**src/rtl/wb_grf_pkg.sv**
```systemverilog
// Shared decode constants and types for the writeback stage / register file.
package wb_grf_pkg;

   localparam logic [5:0] OP_SPECIAL = 6'h00;
   localparam logic [5:0] OP_JAL     = 6'h03;
   localparam logic [5:0] OP_LB      = 6'h20;
   localparam logic [5:0] OP_LH      = 6'h21;
   localparam logic [5:0] OP_LW      = 6'h23;
   localparam logic [5:0] OP_LBU     = 6'h24;
   localparam logic [5:0] OP_LHU     = 6'h25;
   localparam logic [5:0] FN_JALR    = 6'h09;
   localparam logic [4:0] REG_ZERO   = 5'd0;

   typedef enum logic [2:0] {LD_W, LD_B, LD_BU, LD_H, LD_HU} ld_type_e;
   typedef enum logic [1:0] {SEL_ALU, SEL_MEM, SEL_LINK} wb_sel_e;

   typedef struct packed {
      wb_sel_e  sel;
      ld_type_e ld;
   } wb_ctl_t;

   function automatic wb_ctl_t decode_wb(input logic [5:0] op, input logic [5:0] fn);
      wb_ctl_t c;
      c.sel = SEL_ALU;
      c.ld  = LD_W;
      case (op)
         OP_LW:      begin c.sel = SEL_MEM; c.ld = LD_W;  end
         OP_LB:      begin c.sel = SEL_MEM; c.ld = LD_B;  end
         OP_LBU:     begin c.sel = SEL_MEM; c.ld = LD_BU; end
         OP_LH:      begin c.sel = SEL_MEM; c.ld = LD_H;  end
         OP_LHU:     begin c.sel = SEL_MEM; c.ld = LD_HU; end
         OP_JAL:     c.sel = SEL_LINK;
         OP_SPECIAL: if (fn == FN_JALR) c.sel = SEL_LINK;
         default:    ;
      endcase
      return c;
   endfunction

endpackage

```
**src/rtl/wb_grf_if.sv**
```systemverilog
// W-stage bundle, D-stage read ports and forwarding export of the writeback/GRF block.
interface wb_grf_if;
   logic [31:0] instr_W;
   logic [31:0] PC_W;
   logic [31:0] PC8_W;
   logic [31:0] D_W;
   logic [31:0] C_W;
   logic [4:0]  A3_W;
   logic [4:0]  rs_addr;
   logic [4:0]  rt_addr;
   logic [31:0] rs_data;
   logic [31:0] rt_data;
   logic        wb_we;
   logic [4:0]  wb_addr;
   logic [31:0] wb_data;

   modport master (
      output instr_W, PC_W, PC8_W, D_W, C_W, A3_W, rs_addr, rt_addr,
      input  rs_data, rt_data, wb_we, wb_addr, wb_data
   );

   modport slave (
      input  instr_W, PC_W, PC8_W, D_W, C_W, A3_W, rs_addr, rt_addr,
      output rs_data, rt_data, wb_we, wb_addr, wb_data
   );
endinterface

```
**src/rtl/wb_grf_load_ext.sv**
```systemverilog
// Load data extraction: picks the byte/half addressed by addr out of the DM word and extends it.
module wb_grf_load_ext
   import wb_grf_pkg::*;
(
   input  logic [31:0] data,
   input  logic [1:0]  addr,
   input  ld_type_e    ld_type,
   output logic [31:0] ext
);

   logic [7:0]         byte_sel;
   logic [15:0]        half_sel;
   logic signed [31:0] byte_sx;
   logic signed [31:0] half_sx;

   always_comb begin
      case (addr)
         2'd0:    byte_sel = data[7:0];
         2'd1:    byte_sel = data[15:8];
         2'd2:    byte_sel = data[23:16];
         default: byte_sel = data[31:24];
      endcase
      // Misaligned halfword (addr[0]=1) still uses the half chosen by addr[1].
      half_sel = addr[1] ? data[31:16] : data[15:0];
      byte_sx  = 32'($signed(byte_sel));
      half_sx  = 32'($signed(half_sel));
      case (ld_type)
         LD_B:    ext = byte_sx;
         LD_BU:   ext = {24'h0, byte_sel};
         LD_H:    ext = half_sx;
         LD_HU:   ext = {16'h0, half_sel};
         default: ext = data;
      endcase
   end

endmodule

```
**src/rtl/wb_grf.sv**
```systemverilog
// Writeback select, 32x32 GRF with write-through read bypass, and retired-instruction counter.
// Optional write trace enabled by defining GRF_TRACE_EN.
module wb_grf
   import wb_grf_pkg::*;
#(
   parameter int RETIRE_W = 32
) (
   input  logic                clk,
   input  logic                reset,
   wb_grf_if.slave             bus,
   output logic [RETIRE_W-1:0] retire_cnt
);

   logic [31:0] grf [32];
   wb_ctl_t     ctl;
   logic [31:0] load_data;
   logic [31:0] wb_data;
   logic        wb_we;

   assign ctl = decode_wb(bus.instr_W[31:26], bus.instr_W[5:0]);

   wb_grf_load_ext u_load_ext (
      .data    (bus.D_W),
      .addr    (bus.C_W[1:0]),
      .ld_type (ctl.ld),
      .ext     (load_data)
   );

   always_comb begin
      case (ctl.sel)
         SEL_MEM:  wb_data = load_data;
         SEL_LINK: wb_data = bus.PC8_W;
         default:  wb_data = bus.C_W;
      endcase
   end

   assign wb_we       = !reset && (bus.A3_W != REG_ZERO);
   assign bus.wb_we   = wb_we;
   assign bus.wb_addr = bus.A3_W;
   assign bus.wb_data = wb_data;

   // Reads see the current W write so D never needs a separate W->D forward.
   assign bus.rs_data = (bus.rs_addr == REG_ZERO)              ? 32'h0   :
                        (wb_we && bus.rs_addr == bus.A3_W)      ? wb_data :
                                                                  grf[bus.rs_addr];
   assign bus.rt_data = (bus.rt_addr == REG_ZERO)              ? 32'h0   :
                        (wb_we && bus.rt_addr == bus.A3_W)      ? wb_data :
                                                                  grf[bus.rt_addr];

   always_ff @(posedge clk) begin
      if (reset) begin
         for (int i = 0; i < 32; i++) grf[i] <= 32'h0;
      end else if (wb_we) begin
         grf[bus.A3_W] <= wb_data;
      end
   end

   // Bubbles are all-zero instructions; stores and branches still retire.
   always_ff @(posedge clk) begin
      if (reset)
         retire_cnt <= '0;
      else if (bus.instr_W != 32'h0)
         retire_cnt <= retire_cnt + RETIRE_W'(1);
   end

`ifdef GRF_TRACE_EN
   always @(posedge clk) begin
      if (wb_we) $display("%d@%h: $%d <= %h", $time, bus.PC_W, bus.A3_W, wb_data);
   end
`else
   logic unused_pc;
   assign unused_pc = ^bus.PC_W;
`endif

endmodule
```
**src/flat_wrapper.sv**
```systemverilog
// flat-port wrapper written by rule: the top's interface ports become plain ports
module wb_grf_flat import wb_grf_pkg::*;
#(
   parameter int RETIRE_W = 32
)
  (clk, reset, retire_cnt, bus_instr_W, bus_PC_W, bus_PC8_W, bus_D_W, bus_C_W, bus_A3_W, bus_rs_addr, bus_rt_addr, bus_rs_data, bus_rt_data, bus_wb_we, bus_wb_addr, bus_wb_data);
  wb_grf_if bus_i ();
  input  logic clk;
  input  logic reset;
  output logic [RETIRE_W-1:0] retire_cnt;
  input wire logic [$bits(bus_i.instr_W)-1:0] bus_instr_W;
  input wire logic [$bits(bus_i.PC_W)-1:0] bus_PC_W;
  input wire logic [$bits(bus_i.PC8_W)-1:0] bus_PC8_W;
  input wire logic [$bits(bus_i.D_W)-1:0] bus_D_W;
  input wire logic [$bits(bus_i.C_W)-1:0] bus_C_W;
  input wire logic [$bits(bus_i.A3_W)-1:0] bus_A3_W;
  input wire logic [$bits(bus_i.rs_addr)-1:0] bus_rs_addr;
  input wire logic [$bits(bus_i.rt_addr)-1:0] bus_rt_addr;
  output wire logic [$bits(bus_i.rs_data)-1:0] bus_rs_data;
  output wire logic [$bits(bus_i.rt_data)-1:0] bus_rt_data;
  output wire logic [$bits(bus_i.wb_we)-1:0] bus_wb_we;
  output wire logic [$bits(bus_i.wb_addr)-1:0] bus_wb_addr;
  output wire logic [$bits(bus_i.wb_data)-1:0] bus_wb_data;
  assign bus_i.instr_W = bus_instr_W;
  assign bus_i.PC_W = bus_PC_W;
  assign bus_i.PC8_W = bus_PC8_W;
  assign bus_i.D_W = bus_D_W;
  assign bus_i.C_W = bus_C_W;
  assign bus_i.A3_W = bus_A3_W;
  assign bus_i.rs_addr = bus_rs_addr;
  assign bus_i.rt_addr = bus_rt_addr;
  assign bus_rs_data = bus_i.rs_data;
  assign bus_rt_data = bus_i.rt_data;
  assign bus_wb_we = bus_i.wb_we;
  assign bus_wb_addr = bus_i.wb_addr;
  assign bus_wb_data = bus_i.wb_data;
  wb_grf #(.RETIRE_W(RETIRE_W)) u_core (.clk(clk), .reset(reset), .bus(bus_i), .retire_cnt(retire_cnt));
endmodule
```
**config.mk**
```make
export PLATFORM = sky130hd
export DESIGN_NAME = wb_grf_flat
export DESIGN_NICKNAME = d
export VERILOG_FILES = /design/src/rtl/wb_grf_pkg.sv /design/src/rtl/wb_grf_if.sv /design/src/rtl/wb_grf_load_ext.sv /design/src/rtl/wb_grf.sv /design/src/flat_wrapper.sv
export SDC_FILE = /design/constraint.sdc
export NUM_CORES = 2
export LEC_CHECK = 0
export CAP_MARGIN = 20
export CORE_ASPECT_RATIO = 0.9
export CORE_MARGIN = 3
export CORE_UTILIZATION = 42
export DETAILED_ROUTE_END_ITERATION = 16
export GPL_TIMING_DRIVEN = 0
export PLACE_DENSITY_LB_ADDON = 0.1
export REMOVE_ABC_BUFFERS = 1
export SYNTH_ARGS = -nofsm -noshare
export SYNTH_HDL_FRONTEND = slang
export SYNTH_SLANG_ARGS = --single-unit
export TNS_END_PERCENT = 10
```
**constraint.sdc**
```tcl
create_clock -name clk -period 6.2 [get_ports clk]
set_input_delay 1.86 -clock clk [delete_from_list [all_inputs] [get_ports clk]]
set_output_delay 1.86 -clock clk [all_outputs]
set_load 0.05 [all_outputs]
```
==> results_dict.tcl <==
set metrics [dict create \
    cp.arrival_ns 4.48 \
    rrSetupSlack_ns 3.20 \
    drt-initial-drc-count 5787 \
    hold_viol 0 \
    fillCellCount 10900 \
    vias 40500 \
    routed_wl_um 231000 \
    status "finished, violations left" \
    setup_ws_ns -0.142 \
    ir_drop_mv 0.278 \
    synth_seq_cells 1056 \
    viasPerCell 6.69 \
    syn2layout_area_growth_pct 23.4 \
    grt_usage_pct 33.0 \
    slew_headroom_pct 23.0 \
    antenna_found_initial 4 \
    io_buffers 278 \
    cts-root-buf "clkbuf_16" \
    hold_depth 2 \
    grt_max_degree 60 \
    crit_type "in -> out" \
    postRouteAntennaNets 0 \
    io_pins 311 \
    drive_above_1_share_pct 31.0 \
    synth_top_cell_area_share_pct 54.8 \
    holdWs_ns 0.482 \
    drc 0 \
    rr_startpoint "u_core.retire_cnt[4]" \
    start_kind "input port" \
    cts.sinks 1056 \
    htreeDepth 3 \
    violations "setup timing" \
    gp_congestion 0.851 \
    ys_warn_count 0 \
    synth_cell_types 66 \
    power-per-cell-area_mw_per_mm2 269 \
    async_flop_share_pct 0 \
    clkTransAtPathRegs_ns 0.06 \
    seq_area_frac_synth_pct 55.9 \
    post-route-util_pct 52.5 \
    hold_start "u_core.retire_cnt[31]" \
    core-area_mm2 0.132 \
    drv_cap 0 \
    yosysMostFrequentCell "nor2_1" \
    dp_hpwl_um 126000 \
    grt_pass1_wl_um 317000 \
    leakage_nw 24.2 \
    cts_hold_buf 0 \
    fin_crit_sh_pct 102 \
    die-area_mm2 0.138 \
    synth_common_cells "1,078 x nor2_1, 1,024 x edfxtp_1, 523 x mux4_2" \
    drv_slew 0 \
    syn_inst 3984 \
    cts_tree "yes" \
    place_ws_ns -3.58 \
    numCtsBuffers 118 \
    placed_area_mm2 0.0622 \
    worst_pin_slew_ns 1.15 \
    clockBufferDepth 3 \
    wl_per_cell_um 38.1 \
    r2r_end "u_core.retire_cnt[25]" \
    start_util_pct 42.5 \
    hold_end "u_core.retire_cnt[31]" \
    clock_skew_ns 0.0130 \
    finish.instance_area_mm2 0.0693 \
    max_freq_ghz 0.158 \
    reg2reg_depth 5 \
    crit_path_end_kind "output pin" \
    firstDrtPassIters 6 \
    overflow 0 \
    die_w_um 391 \
    clkLatencyLatePin_ns 0.72 \
    rows 126 \
    rsz0062_at_grt "true" \
    cp_data_required_time_ns 4.34 \
    hold_path.class "reg -> reg" \
    ys_top_cells_by_area "edfxtp_1 55%, mux4_2 21%, nor2_1 7.2%, mux2i_1 2.6%, clkbuf_1 1.8%" \
    avgSynthCellArea_um2 14.1 \
    setup_viol 55 \
    layout_min_cycle_time_ns 6.34 \
    synth_area_mm2 0.0561 \
    synth_edf_count 1024 \
    synth.largest_area_cell "edfxtp_1" \
    grt_pass1_vias 39200 \
    fp.dieH_um 353 \
    ys.flop_type "edfxtp_1" \
    fin_nets 4423 \
    critPathMaxFanout 8 \
]
## power by group
| part | switching (W) | leakage [nW] | internal, W |
|---|---|---|---|
| combinational | 0.00211 | 12.5 | 0.00143 |
| sequential | 0.000194 | 10.0 | 0.00824 |
| clock | 0.00299 | 1.72 | 0.00367 |
## layout make-up
| class | count | area (um^2) | area share (%) |
|---|---|---|---|
| tap | 1728 | 2160 | 3.12 |
| timing repair inverter | 1 | 11.3 | 0.0163 |
| clock buffer | 153 | 3100 | 4.48 |
| inverter | 46 | 204 | 0.294 |
| multi-input combinational | 2489 | 24800 | 35.8 |
| timing repair buffer | 531 | 7170 | 10.3 |
| clock inverter | 59 | 420 | 0.607 |
| antenna | 1 | 2.50 | 0.00361 |
| sequential | 1056 | 31400 | 45.3 |
## layout by cell type, fill, tap and decap left out, types with 20 or more instances in the layout
cell type        instances
inv_1                   40
nand2_1                 41
dlygate4sd2_1           22
a22oi_1                 29
mux2i_1                134
clkbuf_16              120
a211oi_2                27
nand3_1                 44
clkdlybuf4s50_1        147
clkinv_1                31
mux4_2                 524
mux2_2                  49
a21oi_1                 44
edfxtp_1              1024
dfxtp_1                 32
nand2b_4                20
a211oi_4                28
nor2_1                1074
o221ai_1                23
bufbuf_16               25
conb_1                  32
buf_16                  47
buf_4                  121
nand2_2                 26
clkbuf_1                33
buf_12                  72
buf_6                   42
## routing by layer
| layer | vias up | GRT usage, % | part of all wire [%] |
|---|---|---|---|
| met2 | 2835 | 51.6 | 46 |
| met3 | 435 | 8.73 | 12 |
| met5 | - | 0 | 0 |
| met1 | 21300 | 45.2 | 38 |
| li1 | 16000 | - | - |
| met4 | 0 | 10.7 | 3.8 |
## sequential cells by signal, summed over array words and instances (netlist names)
register	flops
u_core.retire_cnt	32
u_core.grf	1024
## how the worst max path moves through the flow
stage                     slack, ns               to            start  cells past startpoint
after global routing          -0.20  bus_rt_data[27]   bus_instr_W[2]                     13
after floorplan               -2.06  bus_rs_data[30]   bus_instr_W[1]                      8
final                         -0.14  bus_rt_data[27]  bus_instr_W[29]                     12
after CTS                     -0.06  bus_rt_data[28]   bus_rt_addr[0]                      8
after detailed placement      -3.58  bus_rt_data[24]  bus_instr_W[26]                     12
after global placement       -35.61   bus_rs_data[2]   bus_rs_addr[0]                      4
## timing repair
item                       in CTS  in global routing
setup endpoints to repair      97                 87
gates cloned                   50                  2
pin swaps                      47                 25
buffers inserted               88                 12
resized for setup             794                 82
## critical path, stage by stage
cell and delay (ns):
dlygate4sd2_1 0.32, nor2_1 0.14, nand3_1 0.13, inv_2 0.09
ha_4 0.17, nand2_2 0.11, o31a_4 0.47, buf_6 0.17
o2bb2ai_4 0.14, buf_12 0.16, a211oi_4 0.45, buf_6 0.23
## stage by stage
| stage | TNS [ns] | instances | total power, W |
|---|---|---|---|
| floorplan | -106.03 | 3582 | 0.0101 |
| global placement | - | 5588 | 0.0121 |
| detailed placement | -576.66 | 5705 | 0.0116 |
| CTS | -0.398 | 6051 | 0.0185 |
| global route | -6.08 | 6063 | 0.0191 |
| finish | -3.08 | 6064 | 0.0186 |
## cell families after synthesis
kind of cell,synth area share [%]
other,0.00668
XOR/XNOR,0.203
buffers and inverters,3.86
multiplexers,25.2
flip-flops,55.9
AND/OR/NAND/NOR,9.76
AO/OA/AOI/OAI,4.93
adder cells (fa/ha/maj),0.0669
Note: power is estimated with default switching activity, not from simulation.
